--- config.mk ---
export PLATFORM = sky130hd
export DESIGN_NAME = fp_result_buffer_flat
export DESIGN_NICKNAME = d
export VERILOG_FILES = /design/src/rtl/fp_result_buffer_pkg.sv /design/src/rtl/fp_result_buffer_if.sv /design/src/rtl/fp_result_buffer_fifo.sv /design/src/rtl/fp_result_buffer.sv /design/src/flat_wrapper.sv
export SDC_FILE = /design/constraint.sdc
export NUM_CORES = 1
export LEC_CHECK = 0
export BUFFER_PORTS_ARGS = -buffer_cell sky130_fd_sc_hd__buf_4
export CAP_MARGIN = 25
export CORE_AREA = 2 2 125 139
export CTS_CLUSTER_DIAMETER = 200
export DETAILED_ROUTE_END_ITERATION = 10
export DIE_AREA = 0 0 127 141
export PLACE_DENSITY = 0.67
export SLEW_MARGIN = 20
export SYNTH_ARGS = -nofsm -noshare
export SYNTH_HDL_FRONTEND = slang
export SYNTH_HIERARCHICAL = 1
export SYNTH_SLANG_ARGS = --single-unit
--- constraint.sdc ---
create_clock -name clk -period 3.2 [get_ports clk]
set_clock_uncertainty 0.05 [all_clocks]
set_input_delay 0.8 -clock clk [delete_from_list [all_inputs] [get_ports clk]]
set_output_delay 0.8 -clock clk [all_outputs]
set_load 0.05 [all_outputs]
--- src/rtl/fp_result_buffer_pkg.sv ---
// Shared FP constants, flag bundle and classifier
// for the add/sub result path.
package fp_result_buffer_pkg;

   localparam logic [31:0] SIGN_MASK = 32'h8000_0000;
   localparam logic [31:0] EXP_MASK  = 32'h7F80_0000;
   localparam logic [31:0] MANT_MASK = 32'h007F_FFFF;

   localparam logic ADD_SEL = 1'b0;
   localparam logic SUB_SEL = 1'b1;

   typedef struct packed {
      logic nan;
      logic inf;
      logic zero;
      logic subnormal;
      logic sign;
   } fp_flags_t;

   function automatic fp_flags_t fp_classify(
      input logic [31:0] word
   );
      fp_flags_t f;
      logic e1;
      logic e0;
      logic m0;
      e1 = (word & EXP_MASK) == EXP_MASK;
      e0 = (word & EXP_MASK) == 32'h0;
      m0 = (word & MANT_MASK) == 32'h0;
      f.nan       = e1 & ~m0;
      f.inf       = e1 & m0;
      f.zero      = e0 & m0;
      f.subnormal = e0 & ~m0;
      f.sign      = (word & SIGN_MASK) != 32'h0;
      return f;
   endfunction

endpackage

--- src/rtl/fp_result_buffer_if.sv ---
// Issue/credit and result-output bundle
// between operand source, buffer and consumer.
interface fp_result_buffer_if #(
   parameter int WIDTH = 32,
   parameter int CNT_W = 3
);
   import fp_result_buffer_pkg::*;

   logic             issue_valid;
   logic             issue_op;
   logic             issue_ready;
   logic [WIDTH-1:0] result;
   logic             out_valid;
   logic             out_ready;
   logic [WIDTH-1:0] out_data;
   logic             out_op;
   fp_flags_t        out_flags;
   logic [CNT_W-1:0] count;
   logic             overflow_err;

   modport master (
      output issue_valid,
      output issue_op,
      output result,
      output out_ready,
      input  issue_ready,
      input  out_valid,
      input  out_data,
      input  out_op,
      input  out_flags,
      input  count,
      input  overflow_err
   );

   modport slave (
      input  issue_valid,
      input  issue_op,
      input  result,
      input  out_ready,
      output issue_ready,
      output out_valid,
      output out_data,
      output out_op,
      output out_flags,
      output count,
      output overflow_err
   );

endinterface

--- src/rtl/fp_result_buffer_fifo.sv ---
// Synchronous show-ahead FIFO; head is
// visible on rdata while not empty.
module fp_result_buffer_fifo #(
   parameter int W     = 38,
   parameter int DEPTH = 4,
   localparam int PTR_W = $clog2(DEPTH),
   localparam int CNT_W = $clog2(DEPTH + 1)
) (
   input  logic             clk,
   input  logic             rst,
   input  logic             push,
   input  logic             pop,
   input  logic [W-1:0]     wdata,
   output logic [W-1:0]     rdata,
   output logic             full,
   output logic             empty,
   output logic [CNT_W-1:0] count
);

   logic [W-1:0]     mem [DEPTH];
   logic [PTR_W-1:0] wr_ptr;
   logic [PTR_W-1:0] rd_ptr;

   always_ff @(posedge clk) begin
      if (rst) begin
         wr_ptr <= '0;
         rd_ptr <= '0;
         count  <= '0;
      end else begin
         if (push) begin
            mem[wr_ptr] <= wdata;
            wr_ptr      <= wr_ptr + PTR_W'(1);
         end
         if (pop) begin
            rd_ptr <= rd_ptr + PTR_W'(1);
         end
         unique case ({push, pop})
            2'b10:   count <= count + CNT_W'(1);
            2'b01:   count <= count - CNT_W'(1);
            default: count <= count;
         endcase
         assert (!(pop && empty));
      end
   end

   assign empty = (count == '0);
   assign full  = (count == CNT_W'(DEPTH));
   // Empty head reads as zero so stale entries never leak out
   assign rdata = empty ? '0 : mem[rd_ptr];

endmodule

--- src/rtl/fp_result_buffer.sv ---
// Tracks issued add/subs through the adder latency,
// classifies and queues results, returns issue credit.
module fp_result_buffer
   import fp_result_buffer_pkg::*;
#(
   parameter int WIDTH   = 32,
   parameter int EXP_W   = 8,
   parameter int MANT_W  = 23,
   parameter int LATENCY = 1,
   parameter int DEPTH   = 4
) (
   input logic               clk,
   input logic               rst,
   fp_result_buffer_if.slave bus
);

   localparam int CNT_W = $clog2(DEPTH + 1);
   localparam int FL_W  = $bits(fp_flags_t);
   localparam int FW    = WIDTH + 1 + FL_W;

   logic               rst_q;
   logic [LATENCY-1:0] tag_v;
   logic [LATENCY-1:0] tag_op;
   logic               ready;
   logic               acc;
   logic               push;
   logic               pop;
   logic               full;
   logic               empty;
   logic               err_q;
   logic [CNT_W-1:0]   count;
   logic [31:0]        occ;
   logic [EXP_W-1:0]   exp_f;
   logic [MANT_W-1:0]  man_f;
   fp_flags_t          flags;
   logic [FW-1:0]      wdata;
   logic [FW-1:0]      rdata;

   assign exp_f = bus.result[WIDTH-2:MANT_W];
   assign man_f = bus.result[MANT_W-1:0];

   always_comb begin
      flags           = '0;
      flags.nan       = (&exp_f) & (|man_f);
      flags.inf       = (&exp_f) & ~(|man_f);
      flags.zero      = ~(|exp_f) & ~(|man_f);
      flags.subnormal = ~(|exp_f) & (|man_f);
      flags.sign      = bus.result[WIDTH-1];
   end

   // Queued plus in-flight work must fit the FIFO
   always_comb begin
      occ = 32'(count);
      for (int i = 0; i < LATENCY; i++) begin
         occ = occ + 32'(tag_v[i]);
      end
   end

   assign ready = ~rst & ~rst_q & (occ < 32'(DEPTH));
   assign acc   = bus.issue_valid & ready;

   always_ff @(posedge clk) begin
      if (rst) begin
         rst_q  <= 1'b1;
         tag_v  <= '0;
         tag_op <= '0;
         err_q  <= 1'b0;
      end else begin
         rst_q     <= 1'b0;
         tag_v[0]  <= acc;
         tag_op[0] <= acc & bus.issue_op;
         for (int i = 1; i < LATENCY; i++) begin
            tag_v[i]  <= tag_v[i-1];
            tag_op[i] <= tag_op[i-1];
         end
         if (bus.issue_valid && !ready) begin
            err_q <= 1'b1;
         end
         assert (!(push && full && !pop));
         if (push) begin
            assert ($onehot0({flags.nan, flags.inf,
                              flags.zero, flags.subnormal}));
         end
      end
   end

   assign push  = tag_v[LATENCY-1];
   assign pop   = ~empty & bus.out_ready;
   assign wdata = {bus.result, tag_op[LATENCY-1], flags};

   fp_result_buffer_fifo #(
      .W     (FW),
      .DEPTH (DEPTH)
   ) u_fifo (
      .clk   (clk),
      .rst   (rst),
      .push  (push),
      .pop   (pop),
      .wdata (wdata),
      .rdata (rdata),
      .full  (full),
      .empty (empty),
      .count (count)
   );

   assign bus.issue_ready  = ready;
   assign bus.out_valid    = ~empty;
   assign bus.out_data     = rdata[FW-1 -: WIDTH];
   assign bus.out_op       = rdata[FL_W];
   assign bus.out_flags    = fp_flags_t'(rdata[FL_W-1:0]);
   assign bus.count        = count;
   assign bus.overflow_err = err_q;

endmodule

--- src/flat_wrapper.sv ---
// flat-port wrapper written by rule: the top's interface ports become plain ports
module fp_result_buffer_flat import fp_result_buffer_pkg::*;
#(
   parameter int WIDTH   = 32,
   parameter int EXP_W   = 8,
   parameter int MANT_W  = 23,
   parameter int LATENCY = 1,
   parameter int DEPTH   = 4
)
  (clk, rst, bus_issue_valid, bus_issue_op, bus_result, bus_out_ready, bus_issue_ready, bus_out_valid, bus_out_data, bus_out_op, bus_out_flags, bus_count, bus_overflow_err);
  fp_result_buffer_if #(.WIDTH(WIDTH), .CNT_W(3)) bus_i ();
  input logic clk;
  input logic rst;
  input wire logic [$bits(bus_i.issue_valid)-1:0] bus_issue_valid;
  input wire logic [$bits(bus_i.issue_op)-1:0] bus_issue_op;
  input wire logic [$bits(bus_i.result)-1:0] bus_result;
  input wire logic [$bits(bus_i.out_ready)-1:0] bus_out_ready;
  output wire logic [$bits(bus_i.issue_ready)-1:0] bus_issue_ready;
  output wire logic [$bits(bus_i.out_valid)-1:0] bus_out_valid;
  output wire logic [$bits(bus_i.out_data)-1:0] bus_out_data;
  output wire logic [$bits(bus_i.out_op)-1:0] bus_out_op;
  output wire logic [$bits(bus_i.out_flags)-1:0] bus_out_flags;
  output wire logic [$bits(bus_i.count)-1:0] bus_count;
  output wire logic [$bits(bus_i.overflow_err)-1:0] bus_overflow_err;
  assign bus_i.issue_valid = bus_issue_valid;
  assign bus_i.issue_op = bus_issue_op;
  assign bus_i.result = bus_result;
  assign bus_i.out_ready = bus_out_ready;
  assign bus_issue_ready = bus_i.issue_ready;
  assign bus_out_valid = bus_i.out_valid;
  assign bus_out_data = bus_i.out_data;
  assign bus_out_op = bus_i.out_op;
  assign bus_out_flags = bus_i.out_flags;
  assign bus_count = bus_i.count;
  assign bus_overflow_err = bus_i.overflow_err;
  fp_result_buffer #(.WIDTH(WIDTH), .EXP_W(EXP_W), .MANT_W(MANT_W), .LATENCY(LATENCY), .DEPTH(DEPTH)) u_core (.clk(clk), .rst(rst), .bus(bus_i));
endmodule
==> results_dict.tcl, run 1 <==
set metrics [dict create \
    worstPathMaxFanout 17 \
    cts.reportedPaths.clkPinSlew_ns 0.06 \
    num_antenna_cells 0 \
    whs_endpoint "u_core/bus.overflow_err" \
    syn_inst 320 \
    dieArea_mm2 0.0179 \
    holdCritStartpoint "u_core/bus.overflow_err" \
    finalHoldViolCount 0 \
    via_per_inst 5.05 \
    status "completed" \
    synth_area_mm2 0.00646 \
    grt_setup_unrepaired "no" \
    pin_count 81 \
    cts.sinks 165 \
    power_per_cell_area_mw_per_mm2 786 \
    grt_pass1_wl_mm 19.1 \
    setup_tns_ns 0 \
    busiest_layer "met2" \
    fmax_ghz 0.337 \
    cts_setup_buffers 0 \
    antenna_found_initial 0 \
    grtUsageMet1_pct 17.9 \
    worst_pin_slew_ns 0.659 \
    drive_gt1_share_pct 38.3 \
    h-tree-depth 4 \
    cts_buffer_depth 2 \
    row_count 50 \
    drc 0 \
    fin_nets 458 \
    critPathLaunchType "flip-flop" \
    port_buffers 80 \
    routedWlPerCell_um 19.2 \
    vdd_drop_max_mv 0.337 \
    required_ns 2.35 \
    worstSetupEndpointType "output pin" \
    utilization_pct 47.1 \
    grt_pass1_vias 3447 \
    drt-total-wl_mm 12.2 \
    hold_slack_ns 0.407 \
    reg2reg_depth 8 \
    drtPass1Iterations 4 \
    numCtsBuffers 17 \
    area_growth_pct 21.2 \
    place_congestion 0.672 \
    clk_latency_ns 0.41 \
    finalMaxSlewViolations 0 \
    drv_cap 0 \
    power_w 0.00616 \
    leakage_nw 2.61 \
    worstPathArrival_ns 2.12 \
    syn-mean-instance-area_um2 20.2 \
    use_met3_pct 3.72 \
    critPathKind "flip-flop to output pin" \
    hold_buffers 0 \
    hpwl_mm 7.60 \
    drt_iter0_markers 224 \
    hold_class "flip-flop to flip-flop" \
    fin_crit_sh_pct 92.7 \
    ant_nets 0 \
    die-height_um 141 \
    setup_viol_count_final 0 \
    die_x_um 127 \
    rr_startpoint "u_core/u_fifo/count[2]" \
    grt_max_degree 39 \
    core-area_mm2 0.0166 \
    slew_headroom_pct 55.7 \
    cts_tree "yes" \
    synth_nets 363 \
    grt_overflow_total 0 \
    whs_path_depth 2 \
    r2r_setup_slack_ns 0.90 \
    clockRootBuffer "clkbuf_16" \
    grt.total_usage_pct 14.5 \
    ys_warn_count 6 \
    use_met2_pct 24.9 \
    start_util_pct 38.8 \
    cts_resized 0 \
    routed-via-count 3209 \
    period_minus_slack_ns 2.97 \
    reg2reg_to "u_core/u_fifo/count[2]" \
]
[cells in the final DEF, fill, tap and decap left out, drive strengths merged]
master	instances
and4	1
inv	8
mux4	38
clkbuf	20
nand2	3
clkinv	9
nor2b	39
o21ai	1
o41ai	1
nor3	4
xor2	3
nor4	8
or2	1
ha	5
fa	1
mux2i	1
edfxtp	152
dfxtp	13
clkinvlp	2
nor2	9
nand4	3
or3	1
buf	89
and2	6
bufinv	1
a21oi	5
and3	2
xnor2	2
[metal layers]
metal / vias up / share of wire (%)
li1: 1462 / -
met1: 1643 / 41
met2: 90 / 53
met3: 14 / 4.6
met4: 0 / 1.5
met5: - / 0
[state kept, by name, summed over array words and instances, names as in the netlist, named ones only]
| name | count |
|---|---|
| u_core/bus.overflow_err | 1 |
| u_core/push | 1 |
| u_core/rst_q | 1 |
| u_core/tag_op | 1 |
| u_core/u_fifo/count | 3 |
| u_core/u_fifo/mem | 152 |
| u_core/u_fifo/rd_ptr | 2 |
| u_core/u_fifo/wr_ptr | 2 |
[power breakdown]
group / switching, W / total, W / internal (W)
combinational: 0.00126 / 0.00191 / 0.000652
clock: 0.000763 / 0.00182 / 0.00105
sequential: 0.0000403 / 0.00243 / 0.00239
[worst max-delay path by stage]
stage                           start                      to  slack (ns)  depth (start not counted)
2_1_floorplan  u_core/u_fifo/count[2]        bus_out_data[12]        0.43                          4
3_3_place_gp                flip-flop         bus_out_data[3]        0.66                          4
3_5_place_dp            bus_out_ready  u_core/u_fifo/count[2]        0.56                          8
4_1_cts                     flip-flop         bus_out_data[3]        0.17                          4
5_1_grt                     flip-flop         bus_out_data[3]        0.12                          4
6_report                    flip-flop         bus_out_data[3]        0.23                          4
[stage by stage]
stage          std cells  setup WS [ns]  area [um2]
6_report             636          0.233        7830
5_1_grt              636          0.116        7830
4_1_cts              636          0.168        7830
3_5_place_dp         604          0.564        7310
3_3_place_gp         604          0.663        7310
2_1_floorplan        320          0.427        6460
[cell type report]
cell class | count | area (um2)
fillers | 1404 | 8810
flip-flops and latches | 165 | 4830
multi-input cells | 134 | 1520
repair buffers | 89 | 668
clock buffers | 20 | 437
well taps | 208 | 260
clock inverters | 12 | 88.8
inverters | 8 | 30.0
[worst max-delay path, stage by stage (launching register included)]
cell	delay [ns]
dfxtp_2	0.65
buf_4	0.33
mux4_2	0.33
nor2b_1	0.16
buf_4	0.21
(Power assumes the default switching activity.)
==> run 2, diff against run 1 <==
- CORE_AREA: 2 2 125 139 -> 2 2 105 117
- DIE_AREA: 0 0 127 141 -> 0 0 107 119
- PLACE_DENSITY: 0.67 -> 0.87
==> results_dict.tcl, run 2 (synthesized netlist as in run 1, its figures left out) <==
set metrics [dict create \
    drv_cap 0 \
    cts_setup_buffers 0 \
    top_regs "u_core/u_fifo/mem x152, u_core/u_fifo/count x3" \
    dieArea_mm2 0.0127 \
    die_x_um 107 \
    slew_headroom_pct 60.8 \
    cts.sinks 165 \
    finalMaxSlewViolations 0 \
    hold_slack_ns 0.407 \
    die-height_um 119 \
    power_per_cell_area_mw_per_mm2 819 \
    drt_iter0_markers 201 \
    routedWlPerCell_um 20.6 \
    largest-register "u_core/u_fifo/mem" \
    grt.total_usage_pct 20.5 \
    busiest_layer "met2" \
    place_congestion 0.724 \
    hpwl_mm 7.12 \
    required_ns 2.35 \
    critPathSlowestCell "mux4_2" \
    row_count 42 \
    grt_overflow_total 0 \
    core-area_mm2 0.0117 \
    fmax_ghz 0.351 \
    cts.reportedPaths.clkPinSlew_ns 0.06 \
    reg2reg_to "u_core/u_fifo/count[2]" \
    setup_viol_count_final 0 \
    hold_class "flip-flop to flip-flop" \
    setup_tns_ns 0 \
    finalNonFillerCells 582 \
    reg2reg_depth 8 \
    cts_resized 0 \
    routed-via-count 3233 \
    worst-path-buf-inv 2 \
    critPathMostFrequentCell "buf_4" \
    start_util_pct 55.1 \
    layout_commonest_cell "edfxtp_1" \
    r2r_setup_slack_ns 0.93 \
    multi_input_area_mm2 0.00152 \
    worstPathArrival_ns 2.00 \
    cts_tree "yes" \
    worstPathMaxFanout 15 \
    critPathKind "flip-flop to output pin" \
    num_antenna_cells 0 \
    drive_gt1_share_pct 38.8 \
    rr_startpoint "u_core/u_fifo/count[2]" \
    drc 0 \
    h-tree-depth 4 \
    clk_latency_ns 0.41 \
    cpPeakStageDelay_ns 0.57 \
    seqCellArea_mm2 0.00483 \
    utilization_pct 67.4 \
    fin_nets 459 \
    grt_setup_unrepaired "no" \
    finalHoldViolCount 0 \
    period_minus_slack_ns 2.85 \
    mostFrequentLayoutCells "edfxtp_1 (152), buf_4 (87), nor2b_1 (39), mux4_2 (38), clkbuf_16 (17)" \
    drt-total-wl_mm 12.0 \
    antenna_found_initial 0 \
    hold_buffers 0 \
    cp-endpoint "bus_out_data[3]" \
    cp_cell_sequence "buf_4 > mux4_2 > nor2b_1 > buf_4" \
    use_met3_pct 5.75 \
    port_buffers 80 \
    area_growth_pct 22.3 \
    critPathLaunchType "flip-flop" \
    pin_count 81 \
    cts_buffer_depth 2 \
    path_depth 4 \
    numCtsBuffers 17 \
    grt_pass1_wl_mm 18.8 \
    worst_pin_slew_ns 0.588 \
    leakage_nw 2.67 \
    fillerInstances 732 \
    numPlacedInstances 551 \
    status "completed" \
    clockRootBuffer "clkbuf_16" \
    grt_max_degree 40 \
    largest_reg_flops 152 \
    grt_pass1_vias 3458 \
    worstSetupEndpointType "output pin" \
    use_met2_pct 33.7 \
    drtPass1Iterations 4 \
    vdd_drop_max_mv 0.492 \
    cp_top_family "multiplexers" \
    grtUsageMet1_pct 26.4 \
    via_per_inst 5.55 \
    fin_crit_sh_pct 88.9 \
    ant_nets 0 \
]
## run 2: power by group
group	switching, W	internal, W
registers	0.0000393	0.00239
clock network	0.000753	0.00136
logic	0.00126	0.000661
## run 2: how the worst min path moves through the flow
stage / from / end / slack [ns] / depth (start not counted)
finish: u_core/bus.overflow_err / u_core/bus.overflow_err / 0.41 / 2
detailed placement: u_core/bus.overflow_err / u_core/bus.overflow_err / 0.40 / 2
global placement: u_core/bus.overflow_err / u_core/bus.overflow_err / 0.39 / 2
floorplan: u_core/tag_op / u_core/u_fifo/mem[0][5] / 0.39 / 0
CTS: u_core/bus.overflow_err / u_core/bus.overflow_err / 0.41 / 2
global route: u_core/bus.overflow_err / u_core/bus.overflow_err / 0.44 / 2
## run 2: final cells by class
class	instances	area share (%)
sequential	165	61.1
clock inverter	13	2.38
multi-input combinational	134	19.3
inverter	8	0.380
clock buffer	18	5.43
timing repair buffer	90	9.03
tap	154	2.44
## run 2: routing by layer
metal,vias to the layer above,share of wire (%)
met5,-,0
met4,0,0.87
met3,8,6.1
met2,119,52
met1,1645,41
li1,1461,-
## run 2: tightest hold or removal path, stage by stage (launching register included)
cell	delay (ns)
dfxtp_1	0.31
inv_1	0.05
a21oi_1	0.05
## run 2: metrics by stage
stage | setup slack, ns | cell area (um2) | power, W
after detailed placement | 0.598 | 7280 | 0.00441
after global routing | 0.228 | 7900 | 0.00671
after CTS | 0.303 | 7900 | 0.00653
after global placement | 0.699 | 7280 | 0.00439
final | 0.354 | 7900 | 0.00647
after floorplan | 0.427 | 6460 | 0.00390
